[src/rtl/mips_ctrl_pkg.sv]
`default_nettype none
// ============================================================================
//  Module      : mips_ctrl_pkg
//  Description : Shared opcode, ALU and mux encodings plus the sequencer
//                state type for the multi-cycle MIPS control path.
//  Revision    : 1.0 - initial release
// ============================================================================
package mips_ctrl_pkg;

    // Primary opcodes (instruction[31:26])
    localparam logic [5:0] OPCODE_LW    = 6'b100011;
    localparam logic [5:0] OPCODE_SW    = 6'b101011;
    localparam logic [5:0] OPCODE_BEQ   = 6'b000100;
    localparam logic [5:0] OPCODE_ADDI  = 6'b001000;
    localparam logic [5:0] OPCODE_RTYPE = 6'b000000;

    // ALU operation codes
    localparam logic [3:0] ALU_ADD = 4'b0010;
    localparam logic [3:0] ALU_SUB = 4'b0110;

    // ALU B-operand mux encodings
    localparam logic [1:0] SRCB_REG  = 2'b00;  // register B
    localparam logic [1:0] SRCB_FOUR = 2'b01;  // constant 4
    localparam logic [1:0] SRCB_IMM  = 2'b10;  // sign-extended immediate
    localparam logic [1:0] SRCB_BR   = 2'b11;  // sign-extended immediate << 2

    // Sequencer states
    typedef enum logic [2:0] {
        IDLE   = 3'd0,
        FETCH  = 3'd1,
        DECODE = 3'd2,
        EXEC   = 3'd3,
        MEM    = 3'd4,
        WB     = 3'd5
    } state_t;

endpackage : mips_ctrl_pkg
`default_nettype wire

[src/rtl/ctrl_decode.sv]
`default_nettype none
// ============================================================================
//  Module      : ctrl_decode
//  Description : Combinational opcode-to-class decode. Exactly one class
//                flag is high for any opcode; is_bad covers everything the
//                sequencer does not implement.
//  Revision    : 1.0 - initial release
// ============================================================================
module ctrl_decode
    import mips_ctrl_pkg::*;
#(
    parameter logic [5:0] OP_LW    = OPCODE_LW,
    parameter logic [5:0] OP_SW    = OPCODE_SW,
    parameter logic [5:0] OP_BEQ   = OPCODE_BEQ,
    parameter logic [5:0] OP_ADDI  = OPCODE_ADDI,
    parameter logic [5:0] OP_RTYPE = OPCODE_RTYPE
) (
    input  logic [5:0] opcode,
    output logic       is_lw,
    output logic       is_sw,
    output logic       is_beq,
    output logic       is_addi,
    output logic       is_r,
    output logic       is_bad
);

    // Classify the opcode; anything unrecognised is flagged as bad
    always_comb begin
        is_lw   = (opcode == OP_LW);
        is_sw   = (opcode == OP_SW);
        is_beq  = (opcode == OP_BEQ);
        is_addi = (opcode == OP_ADDI);
        is_r    = (opcode == OP_RTYPE);
        is_bad  = !(is_lw || is_sw || is_beq || is_addi || is_r);
    end

endmodule : ctrl_decode
`default_nettype wire

[src/rtl/multicycle_ctrl.sv]
`default_nettype none
// ============================================================================
//  Module      : multicycle_ctrl
//  Description : Multi-cycle MIPS sequencer. Shares one ALU and one memory
//                port across FETCH/DECODE/EXEC/MEM/WB, drives the datapath
//                strobes and muxes, and counts retired instructions.
//  Revision    : 1.0 - initial release
// ============================================================================
module multicycle_ctrl
    import mips_ctrl_pkg::*;
#(
    parameter int          CNT_W    = 32,
    parameter logic [5:0]  OP_LW    = OPCODE_LW,
    parameter logic [5:0]  OP_SW    = OPCODE_SW,
    parameter logic [5:0]  OP_BEQ   = OPCODE_BEQ,
    parameter logic [5:0]  OP_ADDI  = OPCODE_ADDI,
    parameter logic [5:0]  OP_RTYPE = OPCODE_RTYPE
) (
    input  logic             clk,
    input  logic             rst,
    input  logic [31:0]      instruction,
    input  logic             mem_ack,
    input  logic             alu_zero,
    output logic             mem_req,
    output logic             mem_we,
    output logic             i_or_d,
    output logic             ir_write,
    output logic             pc_write,
    output logic             pc_src,
    output logic             alu_src_a,
    output logic [1:0]       alu_src_b,
    output logic [3:0]       alu_ctrl,
    output logic             reg_write,
    output logic             reg_dst,
    output logic             mem_to_reg,
    output logic             illegal,
    output logic [CNT_W-1:0] retired
);

    state_t           r_state;
    state_t           w_next;
    logic             w_retire;
    logic [CNT_W-1:0] r_retired;

    logic w_is_lw, w_is_sw, w_is_beq, w_is_addi, w_is_r, w_is_bad;

    // Only the opcode and the low funct nibble steer the sequencer
    logic w_unused_instr;
    assign w_unused_instr = ^instruction[25:4];

    ctrl_decode #(
        .OP_LW    (OP_LW),
        .OP_SW    (OP_SW),
        .OP_BEQ   (OP_BEQ),
        .OP_ADDI  (OP_ADDI),
        .OP_RTYPE (OP_RTYPE)
    ) u_decode (
        .opcode  (instruction[31:26]),
        .is_lw   (w_is_lw),
        .is_sw   (w_is_sw),
        .is_beq  (w_is_beq),
        .is_addi (w_is_addi),
        .is_r    (w_is_r),
        .is_bad  (w_is_bad)
    );

    // State register; reset aborts any phase, dropping mem_req at once
    always_ff @(posedge clk or posedge rst) begin
        if (rst) begin
            r_state <= IDLE;
        end else begin
            r_state <= w_next;
        end
    end

    // Retired-instruction counter, wraps silently
    always_ff @(posedge clk or posedge rst) begin
        if (rst) begin
            r_retired <= '0;
        end else if (w_retire) begin
            r_retired <= r_retired + CNT_W'(1);
        end
    end

    assign retired = r_retired;

    // Next-state and output decode; Mealy strobes on mem_ack / alu_zero
    always_comb begin
        w_next     = r_state;
        w_retire   = 1'b0;
        mem_req    = 1'b0;
        mem_we     = 1'b0;
        i_or_d     = 1'b0;
        ir_write   = 1'b0;
        pc_write   = 1'b0;
        pc_src     = 1'b0;
        alu_src_a  = 1'b0;
        alu_src_b  = SRCB_REG;
        alu_ctrl   = 4'b0000;
        reg_write  = 1'b0;
        reg_dst    = 1'b0;
        mem_to_reg = 1'b0;
        illegal    = 1'b0;

        case (r_state)
            IDLE: begin
                w_next = FETCH;
            end

            FETCH: begin
                // ALU computes PC+4 while memory returns the instruction
                mem_req   = 1'b1;
                alu_src_b = SRCB_FOUR;
                alu_ctrl  = ALU_ADD;
                if (mem_ack) begin
                    ir_write = 1'b1;
                    pc_write = 1'b1;
                    w_next   = DECODE;
                end
            end

            DECODE: begin
                // Speculative branch target lands in ALUOut
                alu_src_b = SRCB_BR;
                alu_ctrl  = ALU_ADD;
                w_next    = EXEC;
            end

            EXEC: begin
                if (w_is_lw || w_is_sw || w_is_addi) begin
                    alu_src_a = 1'b1;
                    alu_src_b = SRCB_IMM;
                    alu_ctrl  = ALU_ADD;
                    w_next    = w_is_addi ? WB : MEM;
                end else if (w_is_r) begin
                    alu_src_a = 1'b1;
                    alu_src_b = SRCB_REG;
                    alu_ctrl  = instruction[3:0];
                    w_next    = WB;
                end else if (w_is_beq) begin
                    alu_src_a = 1'b1;
                    alu_src_b = SRCB_REG;
                    alu_ctrl  = ALU_SUB;
                    pc_src    = 1'b1;
                    pc_write  = alu_zero;
                    w_retire  = 1'b1;
                    w_next    = FETCH;
                end else begin
                    // PC has already advanced, so simply resume fetching
                    illegal = w_is_bad;
                    w_next  = FETCH;
                end
            end

            MEM: begin
                // Request and direction stay constant until acknowledged
                mem_req = 1'b1;
                i_or_d  = 1'b1;
                mem_we  = w_is_sw;
                if (mem_ack) begin
                    if (w_is_sw) begin
                        w_retire = 1'b1;
                        w_next   = FETCH;
                    end else begin
                        w_next = WB;
                    end
                end
            end

            WB: begin
                reg_write  = 1'b1;
                reg_dst    = w_is_r;
                mem_to_reg = w_is_lw;
                w_retire   = 1'b1;
                w_next     = FETCH;
            end

            default: begin
                w_next = IDLE;
            end
        endcase
    end

endmodule : multicycle_ctrl
`default_nettype wire

[config.mk]
export PLATFORM = sky130hd
export DESIGN_NAME = multicycle_ctrl
export DESIGN_NICKNAME = d
export VERILOG_FILES = /design/src/rtl/mips_ctrl_pkg.sv /design/src/rtl/ctrl_decode.sv /design/src/rtl/multicycle_ctrl.sv
export SDC_FILE = /design/constraint.sdc
export NUM_CORES = 1
export LEC_CHECK = 0
export ABC_CLOCK_PERIOD_IN_PS = 4000
export CAP_MARGIN = 25
export CELL_PAD_IN_SITES_DETAIL_PLACEMENT = 2
export CELL_PAD_IN_SITES_GLOBAL_PLACEMENT = 2
export CORE_MARGIN = 2
export CORE_UTILIZATION = 28
export CTS_BUF_LIST = sky130_fd_sc_hd__clkbuf_8
export DETAILED_ROUTE_END_ITERATION = 6
export PLACE_DENSITY = 0.93
export SYNTH_ARGS = -nofsm -noshare
export SYNTH_HDL_FRONTEND = slang
export SYNTH_SLANG_ARGS = --single-unit
[constraint.sdc]
create_clock -name clk -period 4 [get_ports clk]
set_clock_uncertainty 0.1 [all_clocks]
set_input_delay 0.8 -clock clk [delete_from_list [all_inputs] [get_ports clk]]
set_output_delay 0.8 -clock clk [all_outputs]
set_load 0.01 [all_outputs]
Word level (Yosys, flattened, before mapping)
Index checks and enable logic that the tools add are counted.
{"block": "totals", "ff_bits": 35, "latchBits": 0, "ram_bits": 0, "romBits": 0, "input_bits": 36, "out_inout_bits": 49, "word_cells": 65, "mem_count": 0}
{"block": "op_classes", "n_addsub": 1, "multipliers": 0, "div": 0, "n_lt_le_gt_ge": 0, "eq_ne": 11, "shifts": 0, "n_mux": 39, "bitwise": 0, "n_reduce_logical": 12}
{"op": "$add 32x1->32 const B", "n": 1}
{"op": "$mux 1", "n": 25}
{"op": "$mux 3", "n": 6}
{"op": "$pmux 3 s5", "n": 1}
{"op": "$eq 6x6->1 const B", "n": 2}
{"op": "$mux 4", "n": 2}
{"op": "$pmux 4 s2", "n": 1}
{"op": "$eq 3x2->1 const B", "n": 2}
{"op": "$eq 3x3->1 const B", "n": 2}
{"op": "$eq 6x3->1 const B", "n": 1}
{"op": "$eq 6x4->1 const B", "n": 1}
{"op": "$logic_not 6->1", "n": 1}
{"op": "$pmux 2 s3", "n": 1}
{"op": "$reduce_or 2->1", "n": 3}
{"op": "$logic_or 1x1->1", "n": 5}
{"op": "$ne 2x2->1 const B", "n": 2}
{"op": "$eq 3x1->1 const B", "n": 1}
{"op": "$logic_not 3->1", "n": 1}
{"op": "$pmux 1 s3", "n": 1}
{"op": "$mux 2", "n": 1}
{"op": "$pmux 1 s2", "n": 1}
{"op": "$reduce_and 2->1", "n": 1}
{"op": "$logic_not 1->1", "n": 1}

Depth between registers and ports, before layout
Gate-level depths: netlist (run 1).
{"block": "logic_depth", "ltp_word": 10, "mapped_depth": 7, "mapped_depth_nobuf": 6}

Modules after synthesis
A second synthesis (run 1) with hierarchy kept.
{"block": "unflattened", "hier_cells": 194, "hier_area_um2": 1993.2}
{"mod": "multicycle_ctrl", "instances": 1, "cells_per_inst": 185, "area_each_um2": 1915.6}
{"mod": "ctrl_decode", "instances": 1, "cells_per_inst": 9, "area_each_um2": 77.6}

Least setup slack after synthesis (run 1)
OpenSTA, ideal clock, no wires.
{"block": "synth_path", "path_kind": "input port to output port", "startpoint": "in instruction[31]", "endpoint": "out alu_ctrl[1]", "t_arrival_ns": 2.263, "t_required_ns": 3.100, "slack_ns": 0.837, "cell_stages": 5, "path_cell_list": "or4_4 > or3_1 > nand2_1 > a21oi_1 > a311oi_1"}
{"block": "synth_via", "elab_chain_cells": 5, "elab_cells_between_ends": 11}
{"element": "start: declaration", "line_no": "multicycle_ctrl.sv:21", "source": "input logic [31:0] instruction,"}
{"element": "$eq 6x3->1, or another cell as far along", "line_no": "ctrl_decode.sv:31", "source": "is_beq = (opcode == OP_BEQ);"}
{"element": "$mux 3 or $logic_or 1x1->1 (tied branches)", "line_no": "multicycle_ctrl.sv:140, multicycle_ctrl.sv:130"}
{"element": "$mux 4 or $logic_or 1x1->1 (tied branches)", "line_no": "multicycle_ctrl.sv:135, multicycle_ctrl.sv:130"}
{"element": "$mux 4 *", "line_no": "multicycle_ctrl.sv:130", "source": "if (w_is_lw || w_is_sw || w_is_addi) begin"}
{"element": "$pmux 4 s2 *", "line_no": "multicycle_ctrl.sv:105", "source": "case (r_state)"}
{"element": "end: declaration", "line_no": "multicycle_ctrl.sv:32", "source": "output logic [3:0] alu_ctrl,"}
Mark *: on every way between the ends. The rest lies on a longest branch, timed or not.

Worst setup path after layout (run 1)
{"block": "layout_path", "startpoint": "in instruction[31]", "endpoint": "out illegal"}
{"block": "layout_via", "elab_chain_cells": 10, "elab_cells_between_ends": 15}
{"element": "$eq 6x6->1 (on tied branches)", "line_no": "ctrl_decode.sv:29, ctrl_decode.sv:30"}
{"element": "$logic_or 1x1->1", "line_no": "ctrl_decode.sv:34, multicycle_ctrl.sv:130"}
{"element": "$logic_or 1x1->1 (3 in series)", "line_no": "ctrl_decode.sv:34", "source": "is_bad = !(is_lw || is_sw || is_beq || is_addi || is_r);"}
{"element": "$logic_not 1->1", "line_no": "ctrl_decode.sv:34"}
{"element": "$mux 1", "line_no": "multicycle_ctrl.sv:140", "source": "end else if (w_is_beq) begin"}
{"element": "$mux 1", "line_no": "multicycle_ctrl.sv:135", "source": "end else if (w_is_r) begin"}
{"element": "$mux 1 *", "line_no": "multicycle_ctrl.sv:130"}
{"element": "$mux 1 *", "line_no": "multicycle_ctrl.sv:105"}
{"element": "end: declaration", "line_no": "multicycle_ctrl.sv:36", "source": "output logic illegal,"}
Marks and branches as above.

==> flow_summary.yaml, run 1 <==
yosys:
  synthTopCellsByCount: "35 x dfrtp_1, 18 x xor2_1, 17 x nand2_1"
  synth_area_mm2: 0.00204
  synth_edf_count: 0
  synthCells: 199
  synth_top_area_share_pct: 42.8
  synth_area_leader_cell: "dfrtp_1"
  ys_seq_area_share_pct: 42.8
  async_reset_ff_share_pct: 100
  syn_nets: 236
  syn_avg_cell_area_um2: 10.3
  ys_warn_count: 0
  synthTopCellsByArea: "dfrtp_1 43%, xor2_1 7.7%, xnor2_1 6.0%"
  ys.flop_type: "dfrtp_1"
  synth_cell_types: 47
  synth-seq-cells: 35
  yosysMostFrequentCell: "dfrtp_1"
clock_network:
  path_clk_slew_ns: 0.06
  insertion_delay_ns: 0.29
  cts_hold_buf: 0
  cts_tree: "built"
  cts_buffer_depth: 2
  postCtsSetupBuffers: 0
  htree_num_levels: 2
  cts_buffers: 5
  cts_root_buf: "clkbuf_8"
  cts_sinks: 35
timing:
  timing.final.ws_setup_ns: 0.147
  worst_pin_slew_ns: 0.638
  hold_viol_final: 0
  maxSlewViolCount: 0
  fmax_mhz: 260
  min_period_ns: 3.85
  relSlewSlack_pct: 57.3
  timing.final.crit_share_pct: 96.3
  rsz0062_at_grt: "no"
  timing.final.setup_violations: 0
setup_path:
  crit_chain: "clkdlybuf4s50_1 -> or4_4 -> or3_1 -> buf_4 -> and3_1 -> clkdlybuf4s50_1"
  end_kind: "output port"
  rr_worst_depth: 5
  critPathLaunchType: "input port"
  worstPathArrival_ns: 2.95
  crit_type: "input port to output port"
  r2r_end: "retired[21]"
  cp_num_buf_inv: 3
  slowest_stage: "or4_4"
  cp_top_family: "buffers and inverters"
  cpMostUsedCell: "clkdlybuf4s50_1"
  critical_path_required_ns: 3.10
  r2r_setup_slack_ns: 1.48
  reg2reg_from: "r_state[0]"
  slowest_delay_ns: 0.57
  crit_fanout: 4
route:
  routedWlPerCell_um: 18.4
  wl_um: 6820
  drc: 0
  viasPerCell: 4.96
  first_pass_iters: 4
  first_iter_violations: 70
  vias: 1835
  ant_nets: 0
layout:
  stdcell_count: 370
  fillerInstances: 758
  final_cell_area_mm2: 0.00290
  diodes: 0
  area_growth_syn_to_layout_pct: 42.0
  drive_gt1_share_pct: 12.2
  final_nets: 307
min_path:
  holdPathEnd: "retired[22]"
  hp-class: "flop to flop"
  holdPathStages: 1
  min_from: "retired[22]"
flow_run:
  drv_cap: 0
placement:
  hpwlAfterDp_um: 5080
  numPortBuffers: 62
  finalWeightedCongestion: 0.801
  placed_area_mm2: 0.00282
  pre_cts_ws_ns: -0.0658
  placedCellCount: 362
global_route:
  grt_pass1_wl_um: 11200
  antenna_found_initial: 0
  grt_pass1_vias: 2115
  grt_overflow: 0
  grt_usage_pct: 18.3
  grt_start_max_net_pins: 36
floorplanning:
  start_util_pct: 28.5
  core_mm2: 0.00718
  num_rows: 31
  chipHeight_um: 89.5
  io_pins: 85
  die_area_mm2: 0.00800
  die_w_um: 89.5
run_status:
  outcome: "finished clean"
pwr:
  vdd_drop_max_mv: 0.175
  power.density_mw_per_mm2: 316
  p_leak_nw: 1.29
==> metrics by stage <==
stage          hold slack, ns  power, mW  setup TNS, ns  util, %
2_1_floorplan           0.404      0.548              0        -
3_3_place_gp            0.364      0.680        -0.0175     39.3
3_5_place_dp            0.393      0.691         -0.157     39.3
4_1_cts                 0.407      0.929              0     40.4
5_1_grt                 0.425      0.979              0     40.5
6_report                0.403      0.917              0     40.5
==> routing by layer <==
layer | vias to the layer above | GRT usage [%] | share of wire [%]
li1 | 857 | - | -
met1 | 944 | 23.2 | 44
met2 | 30 | 32.5 | 54
met3 | 4 | 3.51 | 2.0
met4 | 0 | 3.26 | 0.78
met5 | - | 0 | 0
==> power by group <==
part           switching [mW]  internal, mW  total, mW
clock                   0.126         0.117      0.243
combinational           0.121         0.137      0.258
sequential             0.0456         0.370      0.416
==> layout make-up <==
class	instances	area (µm²)	share of cell area, %
well taps	99	124	4.27
flip-flops and latches	35	876	30.2
inverters	3	11.3	0.388
clock inverters	3	12.5	0.431
multi-input cells	154	1120	38.6
repair buffers	71	689	23.7
clock buffers	5	68.8	2.37
==> registers in the layout, indices dropped and copies added (netlist names) <==
register,flops
r_state,3
retired,32
==> cells by family (layout without fill, tap and decap cells) <==
| logic type | after synthesis | count (layout) | synth area share [%] |
|---|---|---|---|
| simple gates | 101 | 101 | 32.0 |
| flops | 35 | 35 | 42.8 |
| xor+xnor | 32 | 32 | 13.7 |
| compound gates | 19 | 19 | 7.77 |
| buf+inv | 10 | 82 | 2.51 |
| fa+ha+maj | 1 | 1 | 0.612 |
| mux | 1 | 1 | 0.551 |
==> timing repair <==
item                       CTS  global route
gates cloned                 0             0
gates resized for setup      4             2
setup endpoints to repair    3             2
==> how the worst max path moves through the flow <==
stage,from,to,slack [ns],depth (start not counted)
floorplan,instruction[31],alu_ctrl[1],0.84,5
detailed placement,instruction[31],alu_ctrl[1],-0.07,7
CTS,instruction[31],alu_src_a,0.03,6
global placement,instruction[31],alu_ctrl[1],-0.02,7
finish,instruction[31],illegal,0.15,6
global route,instruction[26],alu_ctrl[0],0.03,8
==> cell usage in the layout (no fill, tap or decap), types with 2 or more instances in the layout <==
cell,synthesis,routed
nor3_1,8,7
nand3_1,9,9
and2_1,2,2
a211oi_1,2,2
or3_1,3,3
nand2_1,17,17
nand4_1,8,8
nor3_2,5,6
buf_4,1,9
xor2_1,18,18
dfrtp_1,35,35
dlymetal6s2s_1,0,2
dlygate4sd2_1,0,3
clkbuf_8,0,5
nor2_1,15,15
and4_1,4,4
nor3b_2,2,2
clkdlybuf4s50_1,0,57
nor4_2,4,4
inv_1,3,5
nand2b_1,6,6
xnor2_1,14,14
nand3b_1,2,2
and4b_1,2,2
and3_1,6,6
a21oi_1,5,5
(Power assumes the default switching activity.)
==> run 2: changes to the inputs <==
--- a/config.mk
+++ b/config.mk
@@ -14,6 +14,7 @@
 export CTS_BUF_LIST = sky130_fd_sc_hd__clkbuf_8
 export DETAILED_ROUTE_END_ITERATION = 6
 export PLACE_DENSITY = 0.93
+export SLEW_MARGIN = 30
 export SYNTH_ARGS = -nofsm -noshare
 export SYNTH_HDL_FRONTEND = slang
 export SYNTH_SLANG_ARGS = --single-unit
==> results of run 2 <==
The final DEF is identical to that of run 1; final timing and power are the same.
==> run 3: changes to the inputs <==
--- a/config.mk
+++ b/config.mk
@@ -13,7 +13,7 @@
 export CORE_UTILIZATION = 28
 export CTS_BUF_LIST = sky130_fd_sc_hd__clkbuf_8
 export DETAILED_ROUTE_END_ITERATION = 6
-export PLACE_DENSITY = 0.93
+export PLACE_DENSITY = 0.86
 export SLEW_MARGIN = 30
 export SYNTH_ARGS = -nofsm -noshare
 export SYNTH_HDL_FRONTEND = slang
==> run 3 against run 2 <==
Design area increased by 0.78%. Sequential power about the same. Sequential cell count stayed put. Critical path depth did not move. Global-route usage fell by 0.22 points. Combinational power increased by 3%. First-iteration DRC count decreased by 10%. Die area did not move. Count of clock-buffer cells in the layout unchanged. Largest power group unchanged. Highest routed layer unchanged.
==> flow_summary.yaml, run 3 (synthesized netlist as in run 1, its figures left out) <==
clock_network:
  cts_hold_buf: 0
  htree_num_levels: 2
  cts_tree: "built"
  cts_sinks: 35
  path_clk_slew_ns: 0.08
  insertion_delay_ns: 0.29
  cts_buffers: 5
  cts_root_buf: "clkbuf_8"
  cts_buffer_depth: 2
timing:
  maxSlewViolCount: 0
  timing.final.crit_share_pct: 95.8
  hold_viol_final: 0
  hold-worst-slack_ns: 0.381
  worst_pin_slew_ns: 0.664
  timing.final.setup_violations: 0
  rsz0062_at_grt: "no"
  fmax_mhz: 261
  min_period_ns: 3.83
  relSlewSlack_pct: 55.7
floorplanning:
  core_mm2: 0.00718
  start_util_pct: 28.5
  io_pins: 85
  die_area_mm2: 0.00800
  num_rows: 31
  die_w_um: 89.5
  chipHeight_um: 89.5
route:
  first_pass_iters: 4
  drc: 0
  first_iter_violations: 63
  viasPerCell: 4.97
  vias: 1850
  routedWlPerCell_um: 17.6
  wl_um: 6560
  ant_nets: 0
setup_path:
  crit_fanout: 4
  rr_worst_depth: 5
  endpoint: "illegal"
  crit_type: "input port to output port"
  r2r_setup_slack_ns: 1.44
  startpoint: "instruction[31]"
  critPathLaunchType: "input port"
  critical_path_required_ns: 3.10
  reg2reg_from: "r_state[0]"
  worstPathArrival_ns: 2.93
  end_kind: "output port"
  r2r_end: "retired[21]"
layout:
  largest_reg_flops: 32
  diodes: 0
  final_common_cell: "clkdlybuf4s50_1"
  final_cell_mix: "57 x clkdlybuf4s50_1, 35 x dfrtp_1, 18 x xor2_1"
  final_nets: 309
  area_growth_syn_to_layout_pct: 43.1
  drive_gt1_share_pct: 13.2
pwr:
  seqPwrFrac_pct: 44.5
  p_sw_share_pct: 33.2
  power.total_uw: 940
  power_switching_uw: 312
  vdd_drop_max_mv: 0.205
  power.density_mw_per_mm2: 321
  p_clk_share_pct: 27.2
  comb_power_share_pct: 28.3
  internal_power_uw: 628
  p_leak_nw: 1.30
placement:
  numPortBuffers: 62
  finalWeightedCongestion: 0.792
  hpwlAfterDp_um: 4740
flow_run:
  drv_cap: 0
global_route:
  grt_overflow: 0
  grt_pass1_wl_um: 11000
  grt_usage_pct: 18.0
  grt_pass1_vias: 2026
  antenna_found_initial: 0
  grt_start_max_net_pins: 36
min_path:
  hp-class: "flop to flop"
run_status:
  outcome: "finished clean"
run 3: final cells by class:
type | count | area, µm²
fill | 777 | 4250
multi-input combinational | 154 | 1120
sequential | 35 | 876
timing repair buffer | 73 | 708
tap | 99 | 124
clock buffer | 5 | 68.8
clock inverter | 3 | 16.3
inverter | 3 | 11.3
run 3: what timing repair did:
item	CTS	global route
cloned	0	0
pin swaps	0	0
gates resized for setup	4	2
endpoints found under the setup margin	3	2
endpoints found under the hold margin	0	0
setup buffers	0	0
run 3: worst min path at each step:
stage                     start           to  cells past startpoint
floorplan           retired[31]  retired[31]                      1
global placement    retired[31]  retired[31]                      1
detailed placement  retired[31]  retired[31]                      1
CTS                 retired[31]  retired[31]                      1
global route        retired[31]  retired[31]                      1
finish              retired[31]  retired[31]                      1
run 3: metrics by stage:
| step | cells | instance area [µm²] | utilization (%) | TNS, ns | worst slack, ns |
|---|---|---|---|---|---|
| after floorplan | 199 | 2040 | - | 0 | 0.837 |
| after global placement | 363 | 2820 | 39.4 | -0.00370 | -0.00370 |
| after detailed placement | 364 | 2840 | 39.5 | -0.171 | -0.0816 |
| after CTS | 372 | 2920 | 40.7 | 0 | 0.0736 |
| after global routing | 372 | 2930 | 40.8 | 0 | 0.0359 |
| final | 372 | 2930 | 40.8 | 0 | 0.169 |
run 3: power by group through the flow:
stage / clock (mW) / sequential, mW / combinational, mW
after floorplan: 0 / 0.398 / 0.150
after global placement: 0 / 0.420 / 0.260
after detailed placement: 0 / 0.425 / 0.275
after CTS: 0.266 / 0.419 / 0.270
after global routing: 0.281 / 0.426 / 0.295
final: 0.256 / 0.419 / 0.266
run 3: per-layer routing:
| metal | share of wire (%) | track usage [%] |
|---|---|---|
| met5 | 0 | 0 |
| met3 | 2.8 | 3.51 |
| met4 | 1.3 | 4.61 |
| met1 | 45 | 23.7 |
| met2 | 51 | 30.4 |
run 3: critical path, stage by stage:
cell             delay [ns]
clkdlybuf4s50_1        0.44
or4_4                  0.57
or3_1                  0.34
buf_4                  0.16
and3_1                 0.14
clkdlybuf4s50_1        0.48
